==> config.mk <==
export PLATFORM = sky130hd
export DESIGN_NAME = d_mem_ctrl_flat
export DESIGN_NICKNAME = d
export VERILOG_FILES = /design/src/rtl/d_mem_pkg.sv /design/src/rtl/d_mem_ctrl_if.sv /design/src/rtl/d_mem_ext.sv /design/src/rtl/d_mem_ctrl.sv /design/src/flat_wrapper.sv
export SDC_FILE = /design/constraint.sdc
export NUM_CORES = 2
export LEC_CHECK = 0
export CAP_MARGIN = 20
export CORE_MARGIN = 1
export CORE_UTILIZATION = 40
export DETAILED_ROUTE_END_ITERATION = 8
export GPL_TIMING_DRIVEN = 0
export PLACE_DENSITY_LB_ADDON = 0.1
export SETUP_SLACK_MARGIN = 0.5
export SYNTH_ARGS = -nofsm -noshare
export SYNTH_HDL_FRONTEND = slang
export SYNTH_SLANG_ARGS = --single-unit
==> constraint.sdc <==
create_clock -name clk -period 7.14 [get_ports clk]
set_clock_uncertainty 0.15 [all_clocks]
set_input_delay 1.428 -clock clk [delete_from_list [all_inputs] [get_ports clk]]
set_output_delay 1.428 -clock clk [all_outputs]
set_load 0.005 [all_outputs]
==> src/rtl/d_mem_pkg.sv <==
// Shared types and constants for the data-memory controller.
package d_mem_pkg;

    localparam int unsigned BUS_WIDTH      = 32;
    localparam int unsigned BYTES_PER_WORD = 4;
    localparam int unsigned OFFSET_W       = 2;

    localparam logic [1:0] BYTE         = 2'b00;
    localparam logic [1:0] HALF_WORD    = 2'b01;
    localparam logic [1:0] WORD         = 2'b10;
    localparam logic [1:0] SIZE_ILLEGAL = 2'b11;

    typedef enum logic [0:0] {
        StIdle,
        StSplit
    } state_e;

    // Byte-lane mask of an access starting at lane 0.
    function automatic logic [BYTES_PER_WORD-1:0] size_mask(input logic [1:0] size);
        case (size)
            BYTE:      return 4'b0001;
            HALF_WORD: return 4'b0011;
            default:   return 4'b1111;
        endcase
    endfunction

endpackage

==> src/rtl/d_mem_ctrl_if.sv <==
// Request/response bus between a core load-store unit and d_mem_ctrl.
interface d_mem_ctrl_if;
    import d_mem_pkg::*;

    logic                 req_valid;
    logic                 req_ready;
    logic [BUS_WIDTH-1:0] req_addr;
    logic                 req_wr_en;
    logic [BUS_WIDTH-1:0] req_wr_data;
    logic [1:0]           req_size;
    logic                 req_sz_ex;
    logic                 rsp_valid;
    logic [BUS_WIDTH-1:0] rsp_data;
    logic                 rsp_err;

    modport master (
        output req_valid, req_addr, req_wr_en, req_wr_data, req_size, req_sz_ex,
        input  req_ready, rsp_valid, rsp_data, rsp_err
    );

    modport slave (
        input  req_valid, req_addr, req_wr_en, req_wr_data, req_size, req_sz_ex,
        output req_ready, rsp_valid, rsp_data, rsp_err
    );

endinterface

==> src/rtl/d_mem_ext.sv <==
// Load formatter: merges two words, selects the addressed lanes and applies
// sign or zero extension.
module d_mem_ext
    import d_mem_pkg::*;
(
    input  logic [BUS_WIDTH-1:0] lo_word,
    input  logic [BUS_WIDTH-1:0] hi_word,
    input  logic [1:0]           offset,
    input  logic [1:0]           size,
    input  logic                 sz_ex,
    output logic [BUS_WIDTH-1:0] data
);

    logic [BUS_WIDTH-1:0] aligned;

    always_comb begin
        // hi_word only carries real bytes for word-crossing loads.
        aligned = 32'({hi_word, lo_word} >> {offset, 3'b000});
        case (size)
            BYTE:      data = {{24{sz_ex & aligned[7]}}, aligned[7:0]};
            HALF_WORD: data = {{16{sz_ex & aligned[15]}}, aligned[15:0]};
            default:   data = aligned;
        endcase
    end

endmodule

==> src/rtl/d_mem_ctrl.sv <==
// Data-memory controller: byte/half/word array plus memory-mapped IO registers.
// Define D_MEM_MISALIGN_EN to support misaligned array accesses (split in two cycles).
module d_mem_ctrl
    import d_mem_pkg::*;
#(
    parameter int unsigned DEPTH_WORDS = 64,
    parameter int unsigned IO_CHANNELS = 4,
    parameter int unsigned IO_BASE     = 256
) (
    input  logic                             clk,
    input  logic                             rst,
    d_mem_ctrl_if.slave                      bus,
    output logic [BUS_WIDTH*IO_CHANNELS-1:0] mem_map_io
);

    localparam int unsigned IDX_W       = $clog2(DEPTH_WORDS);
    localparam int unsigned ARRAY_BYTES = BYTES_PER_WORD * DEPTH_WORDS;
    localparam int unsigned IO_END      = IO_BASE + BYTES_PER_WORD * IO_CHANNELS;
    localparam int unsigned IO_IDX_W    = (IO_CHANNELS > 1) ? $clog2(IO_CHANNELS) : 1;

    logic [BUS_WIDTH-1:0] mem [DEPTH_WORDS];
    logic [BUS_WIDTH-1:0] io_q [IO_CHANNELS];

    logic                 rsp_valid_q;
    logic                 rsp_err_q;
    logic [BUS_WIDTH-1:0] rsp_data_q;

    logic                 accept;
    logic                 in_array;
    logic                 in_io;
    logic                 err;
    logic                 split;
    logic [OFFSET_W-1:0]  off;
    logic [IDX_W-1:0]     idx;
    logic [IO_IDX_W-1:0]  io_idx;
    logic [3:0]           lo_mask;
    logic [BUS_WIDTH-1:0] lo_wdata;

    logic                 mem_we;
    logic [IDX_W-1:0]     mem_widx;
    logic [3:0]           mem_mask;
    logic [BUS_WIDTH-1:0] mem_wdata;

    logic [BUS_WIDTH-1:0] ext_lo;
    logic [BUS_WIDTH-1:0] ext_hi;
    logic [BUS_WIDTH-1:0] ext_data;
    logic [1:0]           ext_off;
    logic [1:0]           ext_size;
    logic                 ext_sx;

`ifdef D_MEM_MISALIGN_EN
    state_e               state_q;
    logic                 ready_q;
    logic [IDX_W-1:0]     hold_idx_q;
    logic [1:0]           hold_off_q;
    logic [1:0]           hold_size_q;
    logic                 hold_sx_q;
    logic                 hold_wr_q;
    logic [3:0]           hold_mask_q;
    logic [BUS_WIDTH-1:0] hold_wdata_q;
    logic [BUS_WIDTH-1:0] hold_lo_q;
    logic                 cross;
    logic [IDX_W-1:0]     idx_next;
    logic [3:0]           hi_mask;
    logic [BUS_WIDTH-1:0] hi_wdata;
`else
    logic                 misalign;
`endif

    always_comb begin
        off      = bus.req_addr[1:0];
        idx      = bus.req_addr[IDX_W+1:2];
        io_idx   = IO_IDX_W'((bus.req_addr - IO_BASE) >> 2);
        in_array = bus.req_addr < ARRAY_BYTES;
        in_io    = (bus.req_addr >= IO_BASE) && (bus.req_addr < IO_END);
        accept   = bus.req_valid && bus.req_ready;
        err      = 1'b0;
        split    = 1'b0;
`ifdef D_MEM_MISALIGN_EN
        cross    = ((bus.req_size == WORD) && (off != 2'd0)) ||
                   ((bus.req_size == HALF_WORD) && (off == 2'd3));
        idx_next = idx + IDX_W'(1);
        {hi_mask, lo_mask}   = {4'b0000, size_mask(bus.req_size)} << off;
        {hi_wdata, lo_wdata} = {32'h0, bus.req_wr_data} << {off, 3'b000};
`else
        misalign = ((bus.req_size == HALF_WORD) && off[0]) ||
                   ((bus.req_size == WORD) && (off != 2'd0));
        lo_mask  = size_mask(bus.req_size) << off;
        lo_wdata = bus.req_wr_data << {off, 3'b000};
`endif
        if (bus.req_size == SIZE_ILLEGAL) begin
            err = 1'b1;
        end else if (in_io) begin
            err = (bus.req_size != WORD) || (off != 2'd0);
        end else if (in_array) begin
`ifdef D_MEM_MISALIGN_EN
            // Second half must also land inside the array.
            err   = cross && (idx == IDX_W'(DEPTH_WORDS - 1));
            split = cross && !err;
`else
            err = misalign;
`endif
        end else begin
            err = 1'b1;
        end
    end

    // Single write port: lower word at acceptance, upper word during the split cycle.
    always_comb begin
        mem_we    = accept && bus.req_wr_en && in_array && !err;
        mem_widx  = idx;
        mem_mask  = lo_mask;
        mem_wdata = lo_wdata;
`ifdef D_MEM_MISALIGN_EN
        if (state_q == StSplit) begin
            mem_we    = hold_wr_q;
            mem_widx  = hold_idx_q;
            mem_mask  = hold_mask_q;
            mem_wdata = hold_wdata_q;
        end
`endif
    end

    always_ff @(posedge clk) begin
        if (mem_we) begin
            for (int b = 0; b < 4; b++) begin
                if (mem_mask[b]) mem[mem_widx][8*b +: 8] <= mem_wdata[8*b +: 8];
            end
        end
    end

    always_comb begin
        ext_lo   = mem[idx];
        ext_hi   = '0;
        ext_off  = off;
        ext_size = bus.req_size;
        ext_sx   = bus.req_sz_ex;
`ifdef D_MEM_MISALIGN_EN
        if (state_q == StSplit) begin
            ext_lo   = hold_lo_q;
            ext_hi   = mem[hold_idx_q];
            ext_off  = hold_off_q;
            ext_size = hold_size_q;
            ext_sx   = hold_sx_q;
        end
`endif
    end

    d_mem_ext u_ext (
        .lo_word (ext_lo),
        .hi_word (ext_hi),
        .offset  (ext_off),
        .size    (ext_size),
        .sz_ex   (ext_sx),
        .data    (ext_data)
    );

    always_ff @(posedge clk or negedge rst) begin
        if (!rst) begin
            rsp_valid_q <= 1'b0;
            rsp_err_q   <= 1'b0;
            rsp_data_q  <= '0;
            for (int unsigned k = 0; k < IO_CHANNELS; k++) io_q[k] <= '0;
`ifdef D_MEM_MISALIGN_EN
            state_q      <= StIdle;
            ready_q      <= 1'b1;
            hold_idx_q   <= '0;
            hold_off_q   <= '0;
            hold_size_q  <= '0;
            hold_sx_q    <= 1'b0;
            hold_wr_q    <= 1'b0;
            hold_mask_q  <= '0;
            hold_wdata_q <= '0;
            hold_lo_q    <= '0;
`endif
        end else begin
            rsp_valid_q <= 1'b0;
            rsp_err_q   <= 1'b0;
            rsp_data_q  <= '0;
            if (accept) begin
                if (err) begin
                    rsp_valid_q <= 1'b1;
                    rsp_err_q   <= 1'b1;
`ifdef D_MEM_MISALIGN_EN
                end else if (split) begin
                    state_q      <= StSplit;
                    ready_q      <= 1'b0;
                    hold_idx_q   <= idx_next;
                    hold_off_q   <= off;
                    hold_size_q  <= bus.req_size;
                    hold_sx_q    <= bus.req_sz_ex;
                    hold_wr_q    <= bus.req_wr_en;
                    hold_mask_q  <= hi_mask;
                    hold_wdata_q <= hi_wdata;
                    hold_lo_q    <= ext_lo;
`endif
                end else begin
                    rsp_valid_q <= 1'b1;
                    if (in_io) begin
                        if (bus.req_wr_en) io_q[io_idx] <= bus.req_wr_data;
                        else               rsp_data_q   <= io_q[io_idx];
                    end else if (!bus.req_wr_en) begin
                        rsp_data_q <= ext_data;
                    end
                end
            end
`ifdef D_MEM_MISALIGN_EN
            // No request can be accepted here, so this never overlaps the branch above.
            if (state_q == StSplit) begin
                state_q     <= StIdle;
                ready_q     <= 1'b1;
                rsp_valid_q <= 1'b1;
                rsp_data_q  <= hold_wr_q ? '0 : ext_data;
            end
`endif
        end
    end

`ifdef D_MEM_MISALIGN_EN
    assign bus.req_ready = ready_q;
`else
    assign bus.req_ready = 1'b1;
`endif
    assign bus.rsp_valid = rsp_valid_q;
    assign bus.rsp_err   = rsp_err_q;
    assign bus.rsp_data  = rsp_data_q;

    for (genvar k = 0; k < IO_CHANNELS; k++) begin : g_io
        assign mem_map_io[BUS_WIDTH*k +: BUS_WIDTH] = io_q[k];
    end

endmodule
==> src/flat_wrapper.sv <==
// flat-port wrapper written by rule: the top's interface ports become plain ports
module d_mem_ctrl_flat import d_mem_pkg::*;
#(
    parameter int unsigned DEPTH_WORDS = 64,
    parameter int unsigned IO_CHANNELS = 4,
    parameter int unsigned IO_BASE     = 256
)
  (clk, rst, mem_map_io, bus_req_valid, bus_req_addr, bus_req_wr_en, bus_req_wr_data, bus_req_size, bus_req_sz_ex, bus_req_ready, bus_rsp_valid, bus_rsp_data, bus_rsp_err);
  d_mem_ctrl_if bus_i ();
  input  logic clk;
  input  logic rst;
  output logic [BUS_WIDTH*IO_CHANNELS-1:0] mem_map_io;
  input wire logic [$bits(bus_i.req_valid)-1:0] bus_req_valid;
  input wire logic [$bits(bus_i.req_addr)-1:0] bus_req_addr;
  input wire logic [$bits(bus_i.req_wr_en)-1:0] bus_req_wr_en;
  input wire logic [$bits(bus_i.req_wr_data)-1:0] bus_req_wr_data;
  input wire logic [$bits(bus_i.req_size)-1:0] bus_req_size;
  input wire logic [$bits(bus_i.req_sz_ex)-1:0] bus_req_sz_ex;
  output wire logic [$bits(bus_i.req_ready)-1:0] bus_req_ready;
  output wire logic [$bits(bus_i.rsp_valid)-1:0] bus_rsp_valid;
  output wire logic [$bits(bus_i.rsp_data)-1:0] bus_rsp_data;
  output wire logic [$bits(bus_i.rsp_err)-1:0] bus_rsp_err;
  assign bus_i.req_valid = bus_req_valid;
  assign bus_i.req_addr = bus_req_addr;
  assign bus_i.req_wr_en = bus_req_wr_en;
  assign bus_i.req_wr_data = bus_req_wr_data;
  assign bus_i.req_size = bus_req_size;
  assign bus_i.req_sz_ex = bus_req_sz_ex;
  assign bus_req_ready = bus_i.req_ready;
  assign bus_rsp_valid = bus_i.rsp_valid;
  assign bus_rsp_data = bus_i.rsp_data;
  assign bus_rsp_err = bus_i.rsp_err;
  d_mem_ctrl #(.DEPTH_WORDS(DEPTH_WORDS), .IO_CHANNELS(IO_CHANNELS), .IO_BASE(IO_BASE)) u_core (.clk(clk), .rst(rst), .bus(bus_i), .mem_map_io(mem_map_io));
endmodule
==> results.sh <==
export IMPL_yosys_top_cells_count="edfxtp_1, mux4_2, nor2_1, mux2i_1, dfrtp_1"
export IMPL_final_area_mm2=0.104
export IMPL_path_max_fanout=10
export IMPL_antenna_found_initial=39
export IMPL_tns_ps=0
export IMPL_drive_above_1_share_pct=28.5
export IMPL_drv_slew=0
export IMPL_grt_pass1_vias=48879
export IMPL_ys_ff_latch=2210
export IMPL_cp_required_ps=7570
export IMPL_yosysUniqueCellTypes=77
export IMPL_ioPinCount=234
export IMPL_syn_avg_cell_area_um2=20.4
export IMPL_hold_viol=0
export IMPL_htreeDepth=4
export IMPL_post_cts_setup_buffers=0
export IMPL_rows=171
export IMPL_fin_util_pct=47.8
export IMPL_vias=51931
export IMPL_dr_first_iter_drc_count=9252
export IMPL_hp_start="u_core.mem_map_io[7]"
export IMPL_cts_clk_slew_worst_paths_ps=60
export IMPL_synth_edf_count=2048
export IMPL_drc=0
export IMPL_rsz0062_at_grt="yes"
export IMPL_core_area_mm2=0.218
export IMPL_io_buffers=229
export IMPL_initial_utilization_pct=40.3
export IMPL_drv_cap=0
export IMPL_whs_path_depth=1
export IMPL_die_w_um=470
export IMPL_ys_top_cells_by_area="edfxtp_1, mux4_2, dfrtp_1"
export IMPL_slew_headroom_pct=13.7
export IMPL_syn_cell_area_mm2=0.0877
export IMPL_grt_pass1_wl_mm=487
export IMPL_ys_flop_type="edfxtp_1"
export IMPL_min_path_type="flop to flop"
export IMPL_r2r_start="u_core.mem[38][22]"
export IMPL_cp_startpoint="bus_req_addr[3]"
export IMPL_ff2ff_path_depth=9
export IMPL_finalCritPeriodShare_pct=98.9
export IMPL_numCtsBuffers=230
export IMPL_yosysMostFrequentCell="edfxtp_1"
export IMPL_postPlaceCellArea_mm2=0.0965
export IMPL_clk_path_buf_depth=3
export IMPL_setup_worst_path_class="input port to flop"
export IMPL_wl_mm=378
export IMPL_dieArea_mm2=0.221
export IMPL_clkLatencyLatePin_ps=900
export IMPL_clock_sinks=2210
export IMPL_period_needed_ps=7060
export IMPL_max_clock_freq_mhz=142
export IMPL_synth_top_cell_area_share_pct=70.1
export IMPL_cp_arrival_ps=7490
export IMPL_hpwl_mm=262
export IMPL_critPathLaunchType="input port"
export IMPL_fin_nets=5045
export IMPL_die_h_um=470
export IMPL_status="complete, no violations"
export IMPL_yosys_warnings=0
export IMPL_cts_tree="yes"
export IMPL_worstSetupEndpointType="flop"
export IMPL_gp_congestion=1.04
export IMPL_worstMarginPinSlew_ps=1290
export IMPL_wl_per_cell_um=47.0
export IMPL_async_flop_share_pct=7.33
export IMPL_leakagePower_nw=32.0
export IMPL_dr_pass1_iters=6
export IMPL_syn_num_nets=4380
export IMPL_syn_instance_count=4309
export IMPL_power_per_cell_area_mw_per_mm2=270
export IMPL_synth_area_leader_cell="edfxtp_1"
export IMPL_groute_usage_overall_pct=34.0
export IMPL_gr_total_overflow=0
export IMPL_finalSetupViolCount=0
export IMPL_yosysSeqAreaShare_pct=74.7
export IMPL_routed_via_density=6.45
export IMPL_ir_worst_vdd_mv=0.272
export IMPL_final_antenna_net_count=0
export IMPL_area_growth_pct=18.6
export IMPL_root_buffer="clkbuf_16"
export IMPL_grt_start_max_net_pins=91
cells in the final DEF (no fill, tap or decap), types with 69 or more instances in the layout:
cell type / Yosys / routed
edfxtp_1: 2048 / 2048
mux4_2: 521 / 521
nor2_1: 324 / 287
clkbuf_16: 0 / 232
clkdlybuf4s50_1: 0 / 228
mux2i_1: 172 / 172
dfrtp_1: 162 / 162
nand2_1: 143 / 141
mux2_2: 140 / 140
buf_6: 40 / 119
clkbuf_1: 64 / 104
buf_4: 34 / 99
buf_2: 91 / 93
o22ai_1: 69 / 69
metal layers:
metal,GRT usage [%],up-vias,wire length (µm)
met5,0.0865,-,175
met4,17.9,23,23300
met3,11.3,821,45600
met2,50.3,3927,167000
met1,44.4,27994,143000
li1,-,19166,-
kinds of logic (layout without fill, tap and decap cells):
logic type | after synthesis | count (layout) | synth area share (%)
flops | 2210 | 2210 | 74.7
compound gates | 335 | 335 | 2.70
mux | 857 | 857 | 17.4
other cells | 1 | 26 | 0.00428
simple gates | 617 | 617 | 3.12
buf+inv | 289 | 1152 | 1.97
registers in the layout, indices dropped and copies added (netlist names):
register              cells
u_core.bus.rsp_data      32
u_core.bus.rsp_err        1
u_core.bus.rsp_valid      1
u_core.mem             2048
u_core.mem_map_io       128
path summary, 6_finish.rpt:
| check | endpoint | slack [ps] |
|---|---|---|
| min in group asynchronous | u_core.mem_map_io[118] | 410 |
| worst max-delay path | u_core.mem[31][1] | 80 |
| worst min-delay path | u_core.mem_map_io[7] | 370 |
| worst min register to register | u_core.mem_map_io[7] | 370 |
| worst max register to register | u_core.bus.rsp_data[6] | 3220 |
| max in group asynchronous | u_core.mem_map_io[4] | 5580 |
area by class of cell:
cell class / instances / area, µm²
clock buffer: 293 / 6080
tap: 2854 / 3570
antenna: 25 / 62.6
fill: 17933 / 114000
buffer: 261 / 1690
inverter: 28 / 105
timing repair buffer: 433 / 4930
sequential: 2210 / 65600
clock inverter: 137 / 1180
multi-input combinational: 1810 / 20900
worst max-delay path, cell delays in order:
cell             delay, ps
clkdlybuf4s50_1        650
buf_4                  400
buf_4                  370
buf_2                  640
buf_4                  500
buf_4                  520
buf_4                  460
and3_1                 380
clkbuf_1               450
nand2_1                680
nor2_1                 610
buf_4                  300
through the flow:
stage | power (mW) | setup WS (ps) | instances | hold slack (ps)
after floorplan | 15.3 | 1170 | 4309 | 351
after global placement | 16.4 | -4420 | 7392 | 352
after detailed placement | 16.5 | -1130 | 7581 | 356
after CTS | 28.1 | 507 | 8011 | 370
after global routing | 28.6 | 460 | 8028 | 397
final | 28.1 | 77.6 | 8051 | 370
timing repair:
action	CTS	global route
hold buffers	0	0
resized for setup	25	8
endpoints found under the setup margin	243	106
power by group:
part | leakage [nW] | switching, mW | internal [mW]
sequential | 19.0 | 0.000244 | 14.2
clock | 3.55 | 5.25 | 6.59
combinational | 9.55 | 1.48 | 0.564
total | 32.0 | 6.73 | 21.4
No activity file was read; power rests on OpenSTA's default activity.
